## src/rtl/id_ex_if.sv

```systemverilog
// ID/EX handshake and operand bundle between decode, the ID/EX register and EX.
// The optional ID_EX_PERF_EN counters are plain ports on id_ex_stage, not part of this bundle.
interface id_ex_if #(
  parameter int DATA_W = 64,
  parameter int REG_AW = 5
);
  logic              in_valid;
  logic              in_ready;
  logic [31:0]       instr;
  logic [DATA_W-1:0] pc;
  logic [DATA_W-1:0] rd_data1;
  logic [DATA_W-1:0] rd_data2;
  logic              flush;
  logic              out_valid;
  logic              out_ready;
  logic [DATA_W-1:0] ex_data1;
  logic [DATA_W-1:0] ex_data2;
  logic [DATA_W-1:0] ex_pc;
  logic [DATA_W-1:0] ex_signext;
  logic              ex_alusrc;
  logic [1:0]        ex_aluop;
  logic              ex_regwrite;
  logic              ex_memread;
  logic              ex_memwrite;
  logic              ex_memtoreg;
  logic              ex_branch;
  logic              ex_ubranch;
  logic [REG_AW-1:0] ex_rd;
  logic              ex_illegal;

  modport master (
    output in_valid, instr, pc, rd_data1, rd_data2,
    output flush, out_ready,
    input  in_ready, out_valid,
    input  ex_data1, ex_data2, ex_pc, ex_signext,
    input  ex_alusrc, ex_aluop, ex_regwrite, ex_memread,
    input  ex_memwrite, ex_memtoreg, ex_branch, ex_ubranch,
    input  ex_rd, ex_illegal
  );

  modport slave (
    input  in_valid, instr, pc, rd_data1, rd_data2,
    input  flush, out_ready,
    output in_ready, out_valid,
    output ex_data1, ex_data2, ex_pc, ex_signext,
    output ex_alusrc, ex_aluop, ex_regwrite, ex_memread,
    output ex_memwrite, ex_memtoreg, ex_branch, ex_ubranch,
    output ex_rd, ex_illegal
  );
endinterface

```

## src/rtl/id_ex_stage.sv

```systemverilog
// ID/EX pipeline register with LEGv8 decode and immediate extension.
// Define ID_EX_PERF_EN to add saturating stall_cnt/flush_cnt outputs.
module id_ex_stage #(
  parameter int DATA_W = 64,
  parameter int REG_AW = 5
) (
  input  logic   clk,
  input  logic   rst_n,
  id_ex_if.slave bus
`ifdef ID_EX_PERF_EN
  ,
  output logic [31:0] stall_cnt,
  output logic [31:0] flush_cnt
`endif
);

  typedef struct packed {
    logic       alusrc;
    logic [1:0] aluop;
    logic       regwrite;
    logic       memread;
    logic       memwrite;
    logic       memtoreg;
    logic       branch;
    logic       ubranch;
    logic       illegal;
  } ctrl_t;

  localparam logic [10:0] OP_LDUR = 11'b11111000010;
  localparam logic [10:0] OP_STUR = 11'b11111000000;
  localparam logic [10:0] OP_ADD  = 11'b10001011000;
  localparam logic [10:0] OP_SUB  = 11'b11001011000;
  localparam logic [10:0] OP_AND  = 11'b10001010000;
  localparam logic [10:0] OP_ORR  = 11'b10101010000;
  localparam logic [9:0]  OP_ADDI = 10'b1001000100;
  localparam logic [7:0]  OP_CBZ  = 8'b10110100;
  localparam logic [5:0]  OP_B    = 6'b000101;

  logic [31:0]       ins;
  logic [10:0]       op11;
  ctrl_t             dec;
  logic [DATA_W-1:0] imm;

  ctrl_t             ctrl_q;
  logic              valid_q;
  logic [DATA_W-1:0] d1_q;
  logic [DATA_W-1:0] d2_q;
  logic [DATA_W-1:0] pc_q;
  logic [DATA_W-1:0] imm_q;
  logic [REG_AW-1:0] rd_q;

  assign ins  = bus.instr;
  assign op11 = ins[31:21];

  // Opcode classes never overlap, so the match order is free.
  always_comb begin
    dec = '0;
    imm = '0;
    unique case (1'b1)
      (op11 == OP_LDUR): begin
        dec.alusrc   = 1'b1;
        dec.memread  = 1'b1;
        dec.memtoreg = 1'b1;
        dec.regwrite = 1'b1;
        imm = {{(DATA_W-9){ins[20]}}, ins[20:12]};
      end
      (op11 == OP_STUR): begin
        dec.alusrc   = 1'b1;
        dec.memwrite = 1'b1;
        imm = {{(DATA_W-9){ins[20]}}, ins[20:12]};
      end
      (op11 == OP_ADD || op11 == OP_SUB ||
       op11 == OP_AND || op11 == OP_ORR): begin
        dec.aluop    = 2'b10;
        dec.regwrite = 1'b1;
      end
      (ins[31:22] == OP_ADDI): begin
        dec.alusrc   = 1'b1;
        dec.regwrite = 1'b1;
        imm = {{(DATA_W-12){1'b0}}, ins[21:10]};
      end
      (ins[31:24] == OP_CBZ): begin
        dec.aluop  = 2'b01;
        dec.branch = 1'b1;
        imm = {{(DATA_W-19){ins[23]}}, ins[23:5]};
      end
      (ins[31:26] == OP_B): begin
        dec.ubranch = 1'b1;
        imm = {{(DATA_W-26){ins[25]}}, ins[25:0]};
      end
      default: dec.illegal = 1'b1;
    endcase
  end

  assign bus.in_ready = !valid_q || bus.out_ready;

  // Controls are cleared with valid so a bubble never carries live controls.
  always_ff @(posedge clk or negedge rst_n) begin
    if (!rst_n) begin
      valid_q <= 1'b0;
      ctrl_q  <= '0;
      d1_q    <= '0;
      d2_q    <= '0;
      pc_q    <= '0;
      imm_q   <= '0;
      rd_q    <= '0;
    end else if (bus.flush) begin
      valid_q <= 1'b0;
      ctrl_q  <= '0;
    end else if (bus.in_ready) begin
      valid_q <= bus.in_valid;
      ctrl_q  <= bus.in_valid ? dec : '0;
      if (bus.in_valid) begin
        d1_q  <= bus.rd_data1;
        d2_q  <= bus.rd_data2;
        pc_q  <= bus.pc;
        imm_q <= imm;
        rd_q  <= ins[REG_AW-1:0];
      end
    end
  end

  assign bus.out_valid   = valid_q;
  assign bus.ex_data1    = d1_q;
  assign bus.ex_data2    = d2_q;
  assign bus.ex_pc       = pc_q;
  assign bus.ex_signext  = imm_q;
  assign bus.ex_rd       = rd_q;
  assign bus.ex_alusrc   = ctrl_q.alusrc;
  assign bus.ex_aluop    = ctrl_q.aluop;
  assign bus.ex_regwrite = ctrl_q.regwrite;
  assign bus.ex_memread  = ctrl_q.memread;
  assign bus.ex_memwrite = ctrl_q.memwrite;
  assign bus.ex_memtoreg = ctrl_q.memtoreg;
  assign bus.ex_branch   = ctrl_q.branch;
  assign bus.ex_ubranch  = ctrl_q.ubranch;
  assign bus.ex_illegal  = ctrl_q.illegal;

`ifdef ID_EX_PERF_EN
  always_ff @(posedge clk or negedge rst_n) begin
    if (!rst_n) begin
      stall_cnt <= '0;
      flush_cnt <= '0;
    end else begin
      if (valid_q && !bus.out_ready && stall_cnt != '1)
        stall_cnt <= stall_cnt + 32'd1;
      if (bus.flush && (valid_q || bus.in_valid) && flush_cnt != '1)
        flush_cnt <= flush_cnt + 32'd1;
    end
  end
`endif

endmodule

```

## src/flat_wrapper.sv

```systemverilog
// flat-port wrapper written by rule: the top's interface ports become plain ports
module id_ex_stage_flat 
#(
  parameter int DATA_W = 64,
  parameter int REG_AW = 5
)
  (clk, rst_n, bus_in_valid, bus_instr, bus_pc, bus_rd_data1, bus_rd_data2, bus_flush, bus_out_ready, bus_in_ready, bus_out_valid, bus_ex_data1, bus_ex_data2, bus_ex_pc, bus_ex_signext, bus_ex_alusrc, bus_ex_aluop, bus_ex_regwrite, bus_ex_memread, bus_ex_memwrite, bus_ex_memtoreg, bus_ex_branch, bus_ex_ubranch, bus_ex_rd, bus_ex_illegal);
  id_ex_if #(.DATA_W(DATA_W), .REG_AW(REG_AW)) bus_i ();
  input  logic clk;
  input  logic rst_n;
  input wire logic [$bits(bus_i.in_valid)-1:0] bus_in_valid;
  input wire logic [$bits(bus_i.instr)-1:0] bus_instr;
  input wire logic [$bits(bus_i.pc)-1:0] bus_pc;
  input wire logic [$bits(bus_i.rd_data1)-1:0] bus_rd_data1;
  input wire logic [$bits(bus_i.rd_data2)-1:0] bus_rd_data2;
  input wire logic [$bits(bus_i.flush)-1:0] bus_flush;
  input wire logic [$bits(bus_i.out_ready)-1:0] bus_out_ready;
  output wire logic [$bits(bus_i.in_ready)-1:0] bus_in_ready;
  output wire logic [$bits(bus_i.out_valid)-1:0] bus_out_valid;
  output wire logic [$bits(bus_i.ex_data1)-1:0] bus_ex_data1;
  output wire logic [$bits(bus_i.ex_data2)-1:0] bus_ex_data2;
  output wire logic [$bits(bus_i.ex_pc)-1:0] bus_ex_pc;
  output wire logic [$bits(bus_i.ex_signext)-1:0] bus_ex_signext;
  output wire logic [$bits(bus_i.ex_alusrc)-1:0] bus_ex_alusrc;
  output wire logic [$bits(bus_i.ex_aluop)-1:0] bus_ex_aluop;
  output wire logic [$bits(bus_i.ex_regwrite)-1:0] bus_ex_regwrite;
  output wire logic [$bits(bus_i.ex_memread)-1:0] bus_ex_memread;
  output wire logic [$bits(bus_i.ex_memwrite)-1:0] bus_ex_memwrite;
  output wire logic [$bits(bus_i.ex_memtoreg)-1:0] bus_ex_memtoreg;
  output wire logic [$bits(bus_i.ex_branch)-1:0] bus_ex_branch;
  output wire logic [$bits(bus_i.ex_ubranch)-1:0] bus_ex_ubranch;
  output wire logic [$bits(bus_i.ex_rd)-1:0] bus_ex_rd;
  output wire logic [$bits(bus_i.ex_illegal)-1:0] bus_ex_illegal;
  assign bus_i.in_valid = bus_in_valid;
  assign bus_i.instr = bus_instr;
  assign bus_i.pc = bus_pc;
  assign bus_i.rd_data1 = bus_rd_data1;
  assign bus_i.rd_data2 = bus_rd_data2;
  assign bus_i.flush = bus_flush;
  assign bus_i.out_ready = bus_out_ready;
  assign bus_in_ready = bus_i.in_ready;
  assign bus_out_valid = bus_i.out_valid;
  assign bus_ex_data1 = bus_i.ex_data1;
  assign bus_ex_data2 = bus_i.ex_data2;
  assign bus_ex_pc = bus_i.ex_pc;
  assign bus_ex_signext = bus_i.ex_signext;
  assign bus_ex_alusrc = bus_i.ex_alusrc;
  assign bus_ex_aluop = bus_i.ex_aluop;
  assign bus_ex_regwrite = bus_i.ex_regwrite;
  assign bus_ex_memread = bus_i.ex_memread;
  assign bus_ex_memwrite = bus_i.ex_memwrite;
  assign bus_ex_memtoreg = bus_i.ex_memtoreg;
  assign bus_ex_branch = bus_i.ex_branch;
  assign bus_ex_ubranch = bus_i.ex_ubranch;
  assign bus_ex_rd = bus_i.ex_rd;
  assign bus_ex_illegal = bus_i.ex_illegal;
  id_ex_stage #(.DATA_W(DATA_W), .REG_AW(REG_AW)) u_core (.clk(clk), .rst_n(rst_n), .bus(bus_i));
endmodule
```

## config.mk

```make
export PLATFORM = sky130hd
export DESIGN_NAME = id_ex_stage_flat
export DESIGN_NICKNAME = d
export VERILOG_FILES = /design/src/rtl/id_ex_if.sv /design/src/rtl/id_ex_stage.sv /design/src/flat_wrapper.sv
export SDC_FILE = /design/constraint.sdc
export NUM_CORES = 1
export LEC_CHECK = 0
export BUFFER_PORTS_ARGS = -buffer_cell sky130_fd_sc_hd__buf_2
export CORE_AREA = 2 2 198 200
export DETAILED_ROUTE_END_ITERATION = 8
export DIE_AREA = 0 0 200 202
export PLACE_DENSITY = 0.56
export REMOVE_ABC_BUFFERS = 1
export SLEW_MARGIN = 25
export SYNTH_ARGS = -nofsm -noshare
export SYNTH_HDL_FRONTEND = slang
export SYNTH_SLANG_ARGS = --single-unit
```

## constraint.sdc

```tcl
create_clock -name clk -period 2.25 [get_ports clk]
set_clock_uncertainty 0.15 [all_clocks]
set_input_delay 0.1125 -clock clk [delete_from_list [all_inputs] [get_ports clk]]
set_output_delay 0.1125 -clock clk [all_outputs]
set_load 0.05 [all_outputs]
```

==> results.toml, run 1 <==
[drt]
drt_iter0_markers = 420
viasPerCell = 4.25
finalWirelength_um = 33600
vias = 9898
drt_pass1_iterations = 7
drc = 0
final_antenna_net_count = 0
wl_per_cell_um = 14.4

[final_layout]
drive_above_1_share_pct = 32.6
final_cells = 2328
area_growth_pct = 70.6
layout.nets = 2017

[timing]
hold_viol_final = 0
min_period_over_period_pct = 93.2
max_freq_ghz = 0.477
rsz0062_at_grt = "false"
period_needed_ns = 2.10
slew-limit-headroom_pct = 48.3
worst_pin_slew_ns = 0.776
setup_violations = 0
slew_violations = 0
setup_ws_ns = 0.154

[clock_tree]
cts_tree = "yes"
cts_resized = 0
cts_buffer_depth = 3
clkSinkCount = 232
clkTransAtPathRegs_ns = 0.06
numCtsBuffers = 27
htreeDepth = 1
cts_root_buf = "clkbuf_16"
clk_latency_ns = 0.53

[die]
rows = 72
core_um2 = 38300
start_util_pct = 24.5
io-pin-count = 502
fp.dieArea_um2 = 40400
die_h_um = 202
fp.dieW_um = 200

[synth]
synthTopCellsByCount = "609 x nand2_1, 232 x dfrtp_1, 41 x buf_4, 36 x clkbuf_1, 30 x nor2_1"
synth_cells = 1052
synth_edf_count = 0
ys_top_cells_by_area = "dfrtp_1 62%, nand2_1 24%, buf_4 3.3%"
synth_seq_cells = 232
synthFlopType = "dfrtp_1"
synthMostInstantiatedCell = "nand2_1"
avgSynthCellArea_um2 = 8.93
async_flop_share_pct = 100
yosysUniqueCellTypes = 36
synth_top_cell_area_share_pct = 61.8
ys_seq_area_share_pct = 61.8
yosys.area.top_type = "dfrtp_1"
syn_area_um2 = 9390
yosysWarnings = 0

[pwr]
p_switching_uw = 5630
power.internal_uw = 8860
leakage_uw = 0.00859
clkPwrFrac_pct = 32.2
powerDensity_nw_per_um2 = 904
seq_power_share_pct = 35.1
power_uw = 14500
ir_drop_v = 0.000478
combPwrFrac_pct = 32.7
sw_frac_of_total_pct = 38.9

[placed_design]
pre_cts_slack_ns = 0.226
dp_hpwl_um = 22200
io_buffer_count = 501
dp.cells = 2010
routabilityCongestion = 0.803

[critical_path]
slowest_delay_ns = 0.57
critPathMaxFanout = 55
path_class = "reg -> reg"
crit_slowest_cell = "dlygate4sd3_1"
path_common_cell = "nand2_1"
critical_path.endpoint_type = "flop"
crit_chain = "nor2b_1 -> nor3b_2 -> buf_12 -> nand2_1 -> dlygate4sd3_1 -> nand2_1"
start_kind = "flop"
cp.arrival_ns = 2.41
critPathRequiredTime_ns = 2.57

[grt]
grt_max_degree = 66
grt_pass1_vias = 10145
antenna_found_initial = 1
grt_overflow = 0
grt_pass1_wl_um = 52000
grtUsageTotal_pct = 16.0

[min_path]
holdCritPathClass = "in -> reg"

[flow_run]
maxCapViolCount = 0

[status]
status = "finished, final reports clean"
-- final timing paths --
path,to,depth (start not counted),from,slack [ns]
worst max-delay path,u_core.bus.ex_data1[11]$_DFFE_PN0P_,6,u_core.bus.out_valid$_DFFE_PN0P_,0.15
worst min-delay path,u_core.bus.ex_data1[13]$_DFFE_PN0P_,5,bus_in_valid,0.1
worst max register to register,u_core.bus.ex_data1[11]$_DFFE_PN0P_,6,u_core.bus.out_valid$_DFFE_PN0P_,0.15
worst min register to register,u_core.bus.ex_alusrc$_DFFE_PN0P_,2,u_core.bus.ex_alusrc$_DFFE_PN0P_,0.31
max in group asynchronous,u_core.bus.ex_pc[40]$_DFFE_PN0P_,4,rst_n,0.72
min in group asynchronous,u_core.bus.ex_pc[25]$_DFFE_PN0P_,3,rst_n,0.48
-- kinds of logic (layout without fill, tap and decap cells) --
group                  Yosys count  after routing  share of synthesized area (%)
AOI/OAI and AO/OA               67             67                           4.95
and+or+nand+nor                656            656                           27.3
other                            0              2                              0
buffers and inverters           96            852                           5.85
DFF                            232            232                           61.8
muxes                            1              1                          0.107
-- worst max-delay path: cells and delay by family, from the launching register on --
family,cells,cell delay [ns]
flops,1,0.37
buf+inv,2,0.84
simple gates,4,0.65
-- routing by layer --
layer	up-vias	routed length (um)	global-route usage [%]	share of wire (%)
met4	0	1240	6.64	3.7
met1	4643	13500	18.7	40
met2	446	16300	28.1	48
met3	81	2610	3.55	7.8
li1	4728	-	-	-
met5	-	0	0	0
-- per-stage QoR --
step / area [um2] / utilization [%] / TNS [ns] / hold WS (ns)
final: 16000 / 41.9 / 0 / 0.0996
after global routing: 16000 / 41.9 / 0 / 0.105
after CTS: 16000 / 41.8 / 0 / 0.0475
after detailed placement: 12400 / 32.4 / 0 / -0.0791
after global placement: 12400 / 32.4 / 0 / -0.0776
after floorplan: 8850 / - / -2908.54 / -0.333
-- placed cells by master (no fill, tap or decap), types with 8 or more instances in the layout --
master,netlist,final
a21oi_1,23,23
a22oi_1,18,18
nor2_1,30,30
dlygate4sd3_1,0,266
a221oi_1,8,8
clkbuf_16,0,27
buf_2,16,500
buf_12,0,10
nand2_1,609,609
buf_4,41,25
dfrtp_1,232,232
-- registers in the layout, summed over array words and instances, names as in the netlist, 2 cells and up --
signal                 flops
u_core.bus.ex_pc          64
u_core.bus.ex_data1       64
u_core.bus.ex_rd           5
u_core.bus.ex_signext     26
u_core.bus.ex_data2       64
u_core.bus.ex_aluop        2
-- power groups by stage --
| stage | sequential [uW] | combinational, uW | clock, uW |
|---|---|---|---|
| 2_1_floorplan | 7430 | 728 | 0 |
| 3_3_place_gp | 5130 | 4380 | 0 |
| 3_5_place_dp | 5140 | 4400 | 0 |
| 4_1_cts | 5080 | 4740 | 4810 |
| 5_1_grt | 5160 | 5010 | 4990 |
| 6_report | 5090 | 4740 | 4660 |
-- cell type report --
| cell class | instances | area (um2) |
|---|---|---|
| repair buffers | 802 | 5570 |
| flip-flops and latches | 232 | 5810 |
| inverters | 1 | 3.75 |
| diodes | 2 | 5.00 |
| clock buffers | 39 | 791 |
| multi-input cells | 724 | 3050 |
| clock inverters | 10 | 160 |
| fillers | 3653 | 22300 |
| well taps | 518 | 648 |
-- timing repair --
action	CTS	global route
hold buffers	266	0
hold endpoints to repair	464	0
buffers inserted	0	1
endpoints found under the setup margin	0	2
Note: power is estimated with default switching activity, not from simulation.
==> run 2: changes to the inputs <==
--- a/config.mk
+++ b/config.mk
@@ -9,6 +9,7 @@
 export CORE_AREA = 2 2 198 200
 export DETAILED_ROUTE_END_ITERATION = 8
 export DIE_AREA = 0 0 200 202
+export GPL_TIMING_DRIVEN = 0
 export PLACE_DENSITY = 0.56
 export REMOVE_ABC_BUFFERS = 1
 export SLEW_MARGIN = 25
==> run 2 against run 1 <==
Compared with the run above:
- sequential power is essentially flat
- register-to-register slack got worse by 0.05 ns
- clock power fell by 11%
- first-iteration DRC count fell by 0.71%
==> results.toml, run 2 (synthesis results as in run 1) <==
[clock_tree]
cts_buffer_depth = 3
cts_root_buf = "clkbuf_16"
numCtsBuffers = 27
clk_latency_ns = 0.53
clkSinkCount = 232
clkTransAtPathRegs_ns = 0.06
htreeDepth = 1
cts_tree = "yes"

[placed_design]
dp_hpwl_um = 22600
pre_cts_slack_ns = -0.744
routabilityCongestion = 0.796
io_buffer_count = 501

[drt]
drt_pass1_iterations = 5
final_antenna_net_count = 0
vias = 9828
viasPerCell = 4.26
wl_per_cell_um = 14.5
finalWirelength_um = 33400
drt_iter0_markers = 417
drc = 0

[pwr]
powerDensity_nw_per_um2 = 886
power.internal_uw = 8410
ir_drop_v = 0.000472
p_switching_uw = 5610
leakage_uw = 0.00857
sw_frac_of_total_pct = 40.0
clkPwrFrac_pct = 29.8
combPwrFrac_pct = 34.0
seq_power_share_pct = 36.2

[die]
fp.dieW_um = 200
fp.dieArea_um2 = 40400
start_util_pct = 24.5
io-pin-count = 502
rows = 72
die_h_um = 202
core_um2 = 38300

[grt]
grt_pass1_wl_um = 50800
grtUsageTotal_pct = 15.6
grt_overflow = 0
antenna_found_initial = 2
grt_max_degree = 91
grt_pass1_vias = 10029

[final_layout]
final_common_cell = "nand2_1"
multi_input_area_um2 = 3090
ff_latch_area_um2 = 5810
layout.nets = 1996
fillCellCount = 3687
area_growth_pct = 68.3
final_cell_mix = "609 x nand2_1, 500 x buf_2, 236 x dlygate4sd3_1"
drive_above_1_share_pct = 33.3

[timing]
setup_ws_ns = 0.100
setup_violations = 0
period_needed_ns = 2.15
slew_violations = 0
hold_viol_final = 0
slew-limit-headroom_pct = 48.3
min_period_over_period_pct = 95.5
worst_pin_slew_ns = 0.775
setup-tns-final_ns = 0
max_freq_ghz = 0.465

[critical_path]
path_class = "reg -> reg"
start_kind = "flop"
critical_path.endpoint_type = "flop"
critPathRequiredTime_ns = 2.56
cp.arrival_ns = 2.46
critPathMaxFanout = 32

[flow_run]
maxCapViolCount = 0

[min_path]
holdCritPathClass = "in -> reg"

[status]
status = "finished, final reports clean"
## run 2: path summary, 6_finish.rpt
kind,from,to,slack [ns],cells past startpoint
setup / recovery,u_core.bus.out_valid$_DFFE_PN0P_,u_core.bus.ex_data1[12]$_DFFE_PN0P_,0.10,9
max in group asynchronous,rst_n,u_core.bus.ex_data1[17]$_DFFE_PN0P_,0.59,4
min in group asynchronous,rst_n,u_core.bus.ex_pc[10]$_DFFE_PN0P_,0.51,3
hold reg to reg,u_core.bus.ex_alusrc$_DFFE_PN0P_,u_core.bus.ex_alusrc$_DFFE_PN0P_,0.31,2
hold / removal,bus_in_valid,u_core.bus.ex_pc[53]$_DFFE_PN0P_,0.04,5
setup reg to reg,u_core.bus.out_valid$_DFFE_PN0P_,u_core.bus.ex_data1[12]$_DFFE_PN0P_,0.10,9
## run 2: metal layers
layer	vias to the layer above	GRT usage (%)	wire, um
li1	4688	-	-
met2	447	27.8	16400
met1	4594	17.4	13000
met3	99	3.47	2520
met5	-	0	0
met4	0	7.35	1440
## run 2: stage by stage
step	total power, uW	instances	hold slack, ns	util, %	instance area, um2
5_1_grt	14700	2304	0.0354	41.3	15800
6_report	14000	2305	0.0447	41.3	15800
2_1_floorplan	8160	957	-0.333	-	8850
3_5_place_dp	9550	2017	-0.0533	32.5	12500
3_3_place_gp	9670	1976	0.151	31.4	12000
4_1_cts	14100	2299	0.0160	41.0	15700
## run 2: final cells by class
class / count / area share, %
tap: 518 / 4.10
sequential: 232 / 36.7
timing repair buffer: 781 / 34.3
multi-input combinational: 724 / 19.5
inverter: 1 / 0.0237
clock buffer: 42 / 5.07
antenna: 2 / 0.0317
clock inverter: 5 / 0.198
## run 2: what timing repair did
action	4_1_cts	5_1_grt
endpoints found under the setup margin	149	88
setup buffers	4	5
pin swaps	2	4
cloned	1	1
hold buffers	236	0
hold endpoints to repair	464	0
gates resized for setup	7	9
## run 2: power by group through the flow
| stage | Sequential, uW | Combinational [uW] | Clock [uW] |
|---|---|---|---|
| 6_report | 5070 | 4770 | 4170 |
| 5_1_grt | 5150 | 5030 | 4480 |
| 4_1_cts | 5060 | 4750 | 4320 |
| 3_5_place_dp | 5130 | 4420 | 0 |
| 3_3_place_gp | 5110 | 4560 | 0 |
| 2_1_floorplan | 7430 | 728 | 0 |
## run 2: worst max-delay path, stage by stage, from the launching register on
cell and delay (ns):
dfrtp_1 0.38, nor2b_2 0.18, nor3b_4 0.27, buf_4 0.19, buf_12 0.20, buf_12 0.17
buf_6 0.15, buf_4 0.19, nand2_1 0.08, nand2_1 0.07
==> run 3: changes to the inputs <==
--- a/config.mk
+++ b/config.mk
@@ -6,11 +6,11 @@
 export NUM_CORES = 1
 export LEC_CHECK = 0
 export BUFFER_PORTS_ARGS = -buffer_cell sky130_fd_sc_hd__buf_2
-export CORE_AREA = 2 2 198 200
+export CORE_AREA = 2 2 196 198
 export DETAILED_ROUTE_END_ITERATION = 8
-export DIE_AREA = 0 0 200 202
+export DIE_AREA = 0 0 198 200
 export GPL_TIMING_DRIVEN = 0
-export PLACE_DENSITY = 0.56
+export PLACE_DENSITY = 0.57
 export REMOVE_ABC_BUFFERS = 1
 export SLEW_MARGIN = 25
 export SYNTH_ARGS = -nofsm -noshare
==> constraint.sdc (replaced) <==
create_clock -name clk -period 2.73 [get_ports clk]
set_clock_uncertainty 0.15 [all_clocks]
set_input_delay 0.1365 -clock clk [delete_from_list [all_inputs] [get_ports clk]]
set_output_delay 0.1365 -clock clk [all_outputs]
set_load 0.05 [all_outputs]
==> run 3 against run 2 <==
Compared with the run above:
- total power shrank 15%
- critical path depth stayed put
- cell count grew 0.56%
- critical path type unchanged
- highest routed layer unchanged
==> results.toml, run 3 (synthesis results as in run 1) <==
[timing]
slew_violations = 0
hold_viol_final = 0
setup_ws_ns = 0.0855
hold_slack_ns = 0.0612
worst_pin_slew_ns = 0.960
slew-limit-headroom_pct = 36.0
min_period_over_period_pct = 96.9
rsz0062_at_grt = "true"
setup_violations = 0
max_freq_ghz = 0.378
period_needed_ns = 2.64

[final_layout]
area_growth_pct = 70.2
layout.nets = 2016
final_cells = 2318
fillCellCount = 3524
ff_latch_area_um2 = 5810
final_cell_mix = "609 x nand2_1, 500 x buf_2, 258 x dlygate4sd3_1"
final_common_cell = "nand2_1"
drive_above_1_share_pct = 33.1
utilization_pct = 42.8
antenna_cells = 0
multi_input_area_um2 = 3060

[status]
status = "finished, final reports clean"

[placed_design]
io_buffer_count = 501
dp.cells = 2010
pre_cts_slack_ns = 0.0162
dp_hpwl_um = 23100
routabilityCongestion = 0.821

[drt]
drt_iter0_markers = 314
drc = 0
final_antenna_net_count = 0
vias = 9953
finalWirelength_um = 34300
drt_pass1_iterations = 5
viasPerCell = 4.29
wl_per_cell_um = 14.8

[critical_path]
cp_num_buf_inv = 5
ff2ff_path_depth = 9
r2r_end = "u_core.bus.ex_signext[11]$_DFFE_PN0P_"
path_common_cell = "buf_4"
slowest_delay_ns = 0.45
path_class = "reg -> reg"
cp.arrival_ns = 2.94
critPathRequiredTime_ns = 3.03
start_kind = "flop"
r2r_slack_ns = 0.09
timing.rr.start = "u_core.bus.out_valid$_DFFE_PN0P_"
crit_slowest_cell = "nor3b_4"
critPathMaxFanout = 12
crit_chain = "nor2b_1 -> nor3b_4 -> buf_4 -> buf_4 -> buf_4 -> buf_4 -> buf_4 -> nor2_1 -> a311oi_1"
critical-path-top-delay-family = "buffers and inverters"
critical_path.endpoint_type = "flop"

[clock_tree]
cts_buffer_depth = 3
htreeDepth = 1
clkSinkCount = 232
cts_root_buf = "clkbuf_16"
clkTransAtPathRegs_ns = 0.06
numCtsBuffers = 27
clk_latency_ns = 0.53
cts_tree = "yes"

[die]
fp.dieArea_um2 = 39600
start_util_pct = 25.1
fp.dieW_um = 198
die_h_um = 200
rows = 71
io-pin-count = 502
core_um2 = 37400

[pwr]
sw_frac_of_total_pct = 39.2
combPwrFrac_pct = 33.1
power.internal_uw = 7240
power_uw = 11900
leakage_uw = 0.00862
clkPwrFrac_pct = 31.8
powerDensity_nw_per_um2 = 745
seq_power_share_pct = 35.2
ir_drop_v = 0.000492
p_switching_uw = 4670

[grt]
grt_max_degree = 88
grt_overflow = 0
antenna_found_initial = 0
grtUsageTotal_pct = 16.5
grt_pass1_wl_um = 52500
grt_pass1_vias = 10304

[flow_run]
maxCapViolCount = 0

[min_path]
whs_path_depth = 5
hp-start = "bus_in_valid"
holdCritPathClass = "in -> reg"
min_to = "u_core.bus.ex_data1[46]$_DFFE_PN0P_"
[run 3: layer usage]
layer / wire (um) / global-route usage (%) / vias to the layer above / share of wire (%)
li1: - / - / 4715 / -
met1: 12600 / 17.3 / 4683 / 37
met2: 17500 / 31.0 / 468 / 51
met3: 2710 / 3.91 / 87 / 7.9
met4: 1480 / 8.02 / 0 / 4.3
met5: 0 / 0 / - / 0
[run 3: how the worst max path moves through the flow]
stage,from,end,slack [ns],cells after the start
floorplan,u_core.bus.out_valid$_DFFE_PN0P_,u_core.bus.ex_alusrc$_DFFE_PN0P_,-11.38,4
CTS,u_core.bus.out_valid$_DFFE_PN0P_,u_core.bus.ex_signext[11]$_DFFE_PN0P_,0.02,9
global route,u_core.bus.out_valid$_DFFE_PN0P_,u_core.bus.ex_signext[11]$_DFFE_PN0P_,-0.06,9
detailed placement,u_core.bus.out_valid$_DFFE_PN0P_,u_core.bus.ex_signext[11]$_DFFE_PN0P_,0.02,9
global placement,u_core.bus.out_valid$_DFFE_PN0P_,u_core.bus.ex_data2[39]$_DFFE_PN0P_,-20.47,4
finish,u_core.bus.out_valid$_DFFE_PN0P_,u_core.bus.ex_signext[11]$_DFFE_PN0P_,0.09,9
[run 3: power groups by stage]
stage,Sequential [uW],Clock (uW),Combinational (uW)
floorplan,6170,0,601
global placement,4210,0,3750
detailed placement,4230,0,3650
CTS,4180,3920,3930
global route,4240,4030,4160
finish,4190,3780,3940
[run 3: area by class of cell]
class,count,share of cell area (%)
inverters,1,0.0235
clock inverters,11,0.861
clock buffers,38,4.98
repair buffers,801,34.7
well taps,511,4.00
flip-flops and latches,232,36.3
multi-input cells,724,19.1
[run 3: worst register-to-register path, stage by stage, from the launching register on]
cell and delay [ns]:
dfrtp_1 0.40, nor2b_1 0.20, nor3b_4 0.45, buf_4 0.27, buf_4 0.21, buf_4 0.21, buf_4 0.21, buf_4 0.21
nor2_1 0.06, a311oi_1 0.20
[run 3: per-stage QoR]
stage,setup TNS [ns],instance area (um2)
global placement,-4798.61,12000
global route,-0.0597,16000
detailed placement,0,12400
finish,0,16000
CTS,0,16000
floorplan,-2779.87,8850
[run 3: timing repair]
item | 4_1_cts | 5_1_grt
setup endpoints to repair | 0 | 11
setup buffers | 0 | 0
endpoints found under the hold margin | 463 | 0
hold buffers | 259 | 0
resized for setup | 0 | 2
